==> config.mk <==
export PLATFORM = sky130hd
export DESIGN_NAME = mux_8to1
export DESIGN_NICKNAME = d
export VERILOG_FILES = /design/src/rtl/mux_pkg.sv /design/src/rtl/mux_out_reg.sv /design/src/rtl/mux_8to1.sv
export SDC_FILE = /design/constraint.sdc
export NUM_CORES = 1
export LEC_CHECK = 0
export CAP_MARGIN = 20
export CORE_AREA = 2 2 41 43
export CTS_CLUSTER_DIAMETER = 60
export DETAILED_ROUTE_END_ITERATION = 16
export DIE_AREA = 0 0 43 45
export PLACE_DENSITY_LB_ADDON = 0.12
export SLEW_MARGIN = 30
export SYNTH_ARGS = -nofsm -noshare
export SYNTH_HDL_FRONTEND = slang
export SYNTH_SLANG_ARGS = --single-unit
==> constraint.sdc <==
create_clock -name clk -period 0.8 [get_ports clk]
set_input_delay 0.16 -clock clk [delete_from_list [all_inputs] [get_ports clk]]
set_output_delay 0.16 -clock clk [all_outputs]
set_load 0.02 [all_outputs]
==> src/rtl/mux_pkg.sv <==
// -----------------------------------------------------------------------------
// mux_pkg
// Shared constants for the registered 8:1 multiplexer.
//   WIDTH_DEFAULT : default data width of every input and of the output
//   SEL_A..SEL_H  : select codes that address inputs A..H
// -----------------------------------------------------------------------------
package mux_pkg;

    localparam int WIDTH_DEFAULT = 4;

    localparam logic [2:0] SEL_A = 3'b000;
    localparam logic [2:0] SEL_B = 3'b001;
    localparam logic [2:0] SEL_C = 3'b010;
    localparam logic [2:0] SEL_D = 3'b011;
    localparam logic [2:0] SEL_E = 3'b100;
    localparam logic [2:0] SEL_F = 3'b101;
    localparam logic [2:0] SEL_G = 3'b110;
    localparam logic [2:0] SEL_H = 3'b111;

endpackage : mux_pkg

==> src/rtl/mux_out_reg.sv <==
// -----------------------------------------------------------------------------
// mux_out_reg
// Output register of the 8:1 mux. Holds the selected data word and, when
// MUX_PARITY_EN is defined, its parity bit, both with asynchronous clear.
// Ports:
//   clk    : clock, rising edge
//   rst_n  : asynchronous active-low reset, clears q (and p)
//   d      : next data word (already selected)
//   q      : registered data word
//   p      : registered XOR of all bits of d (only with MUX_PARITY_EN)
// -----------------------------------------------------------------------------
module mux_out_reg
    import mux_pkg::*;
#(
    parameter int WIDTH = WIDTH_DEFAULT
) (
    input  logic             clk,
    input  logic             rst_n,
    input  logic [WIDTH-1:0] d,
`ifdef MUX_PARITY_EN
    output logic             p,
`endif
    output logic [WIDTH-1:0] q
);

    // NOTE: state is updated with non-blocking assignments so every register
    // samples its inputs as they were just before the edge.
    always_ff @(posedge clk or negedge rst_n) begin
        if (!rst_n) begin
            q <= '0;
        end else begin
            q <= d;
        end
    end

`ifdef MUX_PARITY_EN
    // Parity is taken from d, not q, so it lands in the same cycle as the data.
    always_ff @(posedge clk or negedge rst_n) begin
        if (!rst_n) begin
            p <= 1'b0;
        end else begin
            p <= ^d;
        end
    end
`endif

endmodule : mux_out_reg

==> src/rtl/mux_8to1.sv <==
// -----------------------------------------------------------------------------
// mux_8to1
// Registered 8:1 multiplexer with one clock of latency.
// Optional feature: define MUX_PARITY_EN to add the registered parity output P.
// Parameters:
//   WIDTH  : width of each data input and of O
// Ports:
//   clk    : clock, rising edge
//   rst_n  : asynchronous active-low reset, forces O (and P) to zero
//   A..H   : data inputs, selected by S = 3'b000..3'b111
//   S      : select code, all eight values valid
//   O      : selected data, registered
//   P      : XOR of all bits of O (only with MUX_PARITY_EN)
// -----------------------------------------------------------------------------
module mux_8to1
    import mux_pkg::*;
#(
    parameter int WIDTH = WIDTH_DEFAULT
) (
    input  logic             clk,
    input  logic             rst_n,
    input  logic [WIDTH-1:0] A,
    input  logic [WIDTH-1:0] B,
    input  logic [WIDTH-1:0] C,
    input  logic [WIDTH-1:0] D,
    input  logic [WIDTH-1:0] E,
    input  logic [WIDTH-1:0] F,
    input  logic [WIDTH-1:0] G,
    input  logic [WIDTH-1:0] H,
    input  logic [2:0]       S,
`ifdef MUX_PARITY_EN
    output logic             P,
`endif
    output logic [WIDTH-1:0] O
);

    logic [WIDTH-1:0] sel_data;

    // NOTE: sel_data gets a default before the case so no path through this
    // block leaves it unassigned, which would infer a latch.
    always_comb begin
        sel_data = '0;
        case (S)
            SEL_A: sel_data = A;
            SEL_B: sel_data = B;
            SEL_C: sel_data = C;
            SEL_D: sel_data = D;
            SEL_E: sel_data = E;
            SEL_F: sel_data = F;
            SEL_G: sel_data = G;
            SEL_H: sel_data = H;
            default: sel_data = '0;
        endcase
    end

    mux_out_reg #(
        .WIDTH (WIDTH)
    ) u_out_reg (
        .clk   (clk),
        .rst_n (rst_n),
        .d     (sel_data),
`ifdef MUX_PARITY_EN
        .p     (P),
`endif
        .q     (O)
    );

endmodule : mux_8to1

Word-level counts from Yosys, hierarchy flattened
Index checks and enable logic that the tools add are counted.
{"block": "totals", "word_cells": 10, "ff_bits": 4, "inputBits": 37, "output_inout_bits": 4}
{"block": "classes", "n_eq_ne": 7, "n_reduce_logical": 1, "n_mux": 1}
{"cell": "one-hot mux 4 bit (8 select lines)", "count": 1}
{"cell": "equality test 3 bit, second input constant", "count": 4}
{"cell": "equality test 3 x 2 -> 1 bit, second input constant", "count": 2}
{"cell": "equality test 3 x 1 -> 1 bit, second input constant", "count": 1}
{"cell": "zero test 3 bit", "count": 1}

Depth between registers and ports, before layout
{"block": "depth", "ltp_word": 2, "depth_mapped": 5, "mapped_depth_nobuf": 3}

By module
A second synthesis with hierarchy kept.
{"block": "hier_totals", "cells_unflattened": 43, "hier_area_um2": 407.9}
{"mod": "mux_8to1", "area_each_um2": 307.8, "seq_area_each_um2": 0.0, "n_inst": 1, "cells_each": 39}
{"mod": "mux_out_reg", "area_each_um2": 100.1, "seq_area_each_um2": 100.1, "n_inst": 1, "cells_each": 4}

Least setup slack after synthesis
Ideal clock, no wire load.
{"block": "synth_path", "path_kind": "input port to flip-flop", "start": "in S[0]", "end": "reg u_out_reg.q[2]", "path_stages": 4, "arrival_ns": 0.871, "path_slack_ns": -0.197, "n_path_buf": 1, "required_time_ns": 0.674, "setup_ns": 0.126, "cell_sequence": "buf_4 mux2i_1 a211oi_1 o32a_1"}
{"block": "synth_between", "elab_chain_cells": 2, "elab_cells_between_ends": 9, "cone_classes": "eq/ne (7); mux (1); reduce/logical (1)"}
{"element": "start: declaration", "line": "mux_8to1.sv:30", "text": "input logic [2:0] S,"}
{"element": "equality test 3 bit (tied with other cells)", "line": "mux_8to1.sv:43", "text": "case (S)"}
{"element": "one-hot mux 4 bit (8 select lines) *", "line": "mux_8to1.sv:43"}
{"element": "named net sel_data[2]", "line": "mux_8to1.sv:37", "text": "logic [WIDTH-1:0] sel_data;"}
{"element": "end signal: assignment", "line": "mux_out_reg.sv:30", "text": "q <= '0;"}
{"element": "end signal: assignment", "line": "mux_out_reg.sv:32", "text": "q <= d;"}
{"element": "end: declaration", "line": "mux_out_reg.sv:23", "text": "output logic [WIDTH-1:0] q"}
The timed path passes the listed nets; every way through them passes the cells marked *.

Final worst setup path
{"block": "layout_path", "start": "reg u_out_reg.q[3]", "end": "out O[3]"}
{"element": "end: declaration", "line": "mux_8to1.sv:34", "text": "output logic [WIDTH-1:0] O"}
No word-level cell between the ends.

==> results list <==
* Post-synthesis instance total: 43
* Flip-flop and latch count after synthesis: 4
- At the worst endpoint, the arrival time is between 0.7 and 0.8 ns.
- Hold Crit Class: in2async
- Dividing the detail-routed wire length by the instance count gives between 10 and 15 um.
- Highest clock rate: 1133 MHz
- The final count of hold timing violations is 0.
- Share of the synthesized area in the top cell type: 0.2395
* CP startpoint kind: register
- The routed layout has around 510 vias.
- After layout, the minimum clock period comes to 0.8825 ns.
- VDD IR-drop max: roughly 0.00057 V
* Deepest level of the CTS H-tree: 1
- Ys Warns: 0
- Post-synthesis area per instance: just under 10 um2
- Status: finished with violations
- CP required: between 0.6 and 0.7 ns
* Antenna violations before repair: 0
- Post-Place Cells: 103
- The analysis attributes to cell leakage a power of between 0.0004 and 0.0005 uW.
* Total gr overflow: 0
- The largest total area in the synthesized netlist belongs to sky130_fd_sc_hd__dfrtp_1.
- Standard cell with the maximum stage delay on the critical path: sky130_fd_sc_hd__dfrtp_1
* Kind of end point of the critical path: output pin
- By startpoint and endpoint, the worst setup path is classified as reg2out.
- Largest net degree at the start of global routing: 9
* Router iterations before antenna repair: 4
- a little over 40 I/O pins were placed.
- In this run the worst path has a maximum fanout of 1.
- For this run, the register share of the synthesized area comes to 0.2395.
- The synthesized netlist contains 19 unique library cells.
- Peak per-stage delay on the critical path: roughly 0.36 ns
* Top reg by flops: u_out_reg.q
- Worst setup slack after placement: -0.7562 ns
- Number of max-capacitance violations reported: 0
- Setup repair after global routing missed its margin: true
- Dividing the final minimum period by the clock period gives 1.103.
- Std cell rows: 14
* Setup_tns: -0.3729 ns
- Clock Tree Root: sky130_fd_sc_hd__clkbuf_4
* Via density per instance: ~4.8
* Worst-Margin Slew: around 0.19 ns
* Critical-path cell list: buf_6
- The die is 43 um wide.
- The tree built by TritonCTS fans out to 4 sinks.
- Max-slew violation count: 0
- In the final layout, the share of cells above drive strength 1 is 0.4111.
* Wire length of the first global-routing pass: 2.132 mm
* Routed wire length: ~1.3 mm
* Area of the mapped netlist: ~420 um2
- Count of antenna-violating nets left after detailed routing: 0
* Height of the die: about 45 um
- Once routing completed, OpenROAD measured the worst setup slack at -0.08246 ns.
- Final-report setup violation count: 5
* Worst slew margin relative to its limit: 0.8712
- For this configuration, the core starts out at a cell density of 0.2840.
* Detailed Place HPWL: about 1.1 mm
- The largest registers in the layout are u_out_reg.q: 4 flops.
- In this run the post-CTS setup repair buffer count came out at 0.
* Number of nets in the final layout: between 100 and 150
* Quantity of I/O buffers inserted on ports: 40
- WP buf/inv: 1
- Max reg flops: 4
* Clock buffers created by TritonCTS: 3
* PD cells: between 900 and 1000 mW/mm2
* Clock tree from TritonCTS: done
- By area the synthesized netlist is led by sky130_fd_sc_hd__dfrtp_1 24%, sky130_fd_sc_hd__mux2i_1 24%, sky130_fd_sc_hd__a211oi_1 7.2%.
- Post-detailed-route DRC marker count: 0
- The number of nets in the synthesized netlist is 80.
- Vias in the first global route: approximately 520
- After clock tree synthesis, the clock-pin slew on the worst setup and hold paths is about 0.04 ns.
- The repair_antennas step left the layout with diodes totalling 0.
* Violated checks: negative setup slack
- Area overhead of the layout relative to synthesis: 125.1%
- Clock tree buffer depth: 2
- Finished Layout Cells: around 110
- The total area inside the core boundary comes to 0.001471 mm2.
- # hold bufs at CTS: 0
* Final RePlAce weighted congestion: between 0.6 and 0.7
* Aggregate global-route resource usage: 0.1459
- The die covers about 0.0019 mm2.
- Broken down by cell family, the worst path's largest delay share belongs to flip-flops.
- After the first detailed-routing iteration, the DRC count stood at 4.
==> where the power goes <==
part	total (uW)	internal (uW)	switching (uW)
clock	246	168	78.7
combinational	454	282	173
sequential	237	227	9.75
==> timing repair <==
item | 4_1_cts | 5_1_grt
cloned | 0 | 0
setup endpoints to repair | 8 | 8
hold endpoints to repair | 0 | 0
pin swaps | 16 | 9
gates resized for setup | 83 | 13
==> logic make-up after synthesis <==
logic type	after synthesis	share of synthesized area
AND/OR/NAND/NOR	10	0.1347
multiplexers	11	0.2754
flip-flops	4	0.2395
buffers and inverters	5	0.1138
AO/OA/AOI/OAI	13	0.2365
==> cell usage in the layout, fill, tap and decap left out, types with 2 or more instances in the layout <==
cell / netlist / routed
sky130_fd_sc_hd__dlygate4sd2_1: 0 / 25
sky130_fd_sc_hd__buf_4: 1 / 6
sky130_fd_sc_hd__mux2i_1: 10 / 5
sky130_fd_sc_hd__clkdlybuf4s50_1: 0 / 5
sky130_fd_sc_hd__buf_6: 1 / 5
sky130_fd_sc_hd__dfrtp_1: 4 / 4
sky130_fd_sc_hd__nor3b_2: 0 / 3
sky130_fd_sc_hd__a211oi_2: 0 / 3
sky130_fd_sc_hd__o22a_1: 3 / 3
sky130_fd_sc_hd__mux2i_2: 0 / 3
sky130_fd_sc_hd__clkbuf_4: 0 / 3
sky130_fd_sc_hd__buf_2: 1 / 3
sky130_fd_sc_hd__nand2b_1: 2 / 2
sky130_fd_sc_hd__nand2_1: 2 / 2
sky130_fd_sc_hd__mux2i_4: 0 / 2
sky130_fd_sc_hd__o22ai_1: 3 / 2
sky130_fd_sc_hd__buf_8: 0 / 2
==> layer usage <==
layer / up-vias / wire length (um) / global-route usage
met5: - / 0 / 0
li1: 259 / - / -
met2: 22 / 679 / 0.2485
met4: 0 / 0 / 0.07273
met3: 0 / 86 / 0.008000
met1: 224 / 567 / 0.1897
==> stage by stage <==
| step | power (uW) | hold slack [ns] | instance area, um2 | util |
|---|---|---|---|---|
| 6_report | 937.3 | 0.1279 | 940.9 | 0.6395 |
| 5_1_grt | 986.2 | 0.1466 | 940.9 | 0.6395 |
| 4_1_cts | 909.9 | 0.1260 | 888.4 | 0.6037 |
| 3_5_place_dp | 668.9 | 0.3742 | 859.6 | 0.5842 |
| 3_3_place_gp | 663.6 | 0.3728 | 859.6 | 0.5842 |
| 2_1_floorplan | 418.8 | -0.1356 | 434.2 | - |
==> area by class of cell <==
| type | instances | area (um2) |
|---|---|---|
| multi-input combinational | 34 | 354.1 |
| fill | 143 | 530.5 |
| timing repair buffer | 48 | 440.4 |
| sequential | 4 | 100.1 |
| tap | 16 | 20.02 |
| inverter | 1 | 3.754 |
| clock buffer | 3 | 22.52 |
==> Yosys cell counts <==
cell type,n
sky130_fd_sc_hd__o22a_1,3
sky130_fd_sc_hd__inv_1,1
sky130_fd_sc_hd__o32a_1,1
sky130_fd_sc_hd__a22o_1,1
sky130_fd_sc_hd__dfrtp_1,4
sky130_fd_sc_hd__buf_2,1
sky130_fd_sc_hd__buf_6,1
sky130_fd_sc_hd__o22ai_1,3
sky130_fd_sc_hd__a21oi_1,1
sky130_fd_sc_hd__buf_12,1
sky130_fd_sc_hd__nor2_1,2
sky130_fd_sc_hd__and3_1,1
sky130_fd_sc_hd__mux2i_1,10
sky130_fd_sc_hd__nand2b_1,2
sky130_fd_sc_hd__buf_4,1
sky130_fd_sc_hd__mux2_4,1
sky130_fd_sc_hd__a211oi_1,4
sky130_fd_sc_hd__nor3b_1,3
sky130_fd_sc_hd__nand2_1,2
==> final timing paths <==
kind,from,to,slack [ns],cells after the start
max in group asynchronous,rst_n,u_out_reg.q[0]$_DFF_PN0_,0.50,1
min in group clk,E[2],u_out_reg.q[2]$_DFF_PN0_,0.40,4
setup / recovery,u_out_reg.q[3]$_DFF_PN0_,O[3],-0.08,1
hold / removal,rst_n,u_out_reg.q[1]$_DFF_PN0_,0.13,1
Power figures use the tool's default switching activity.
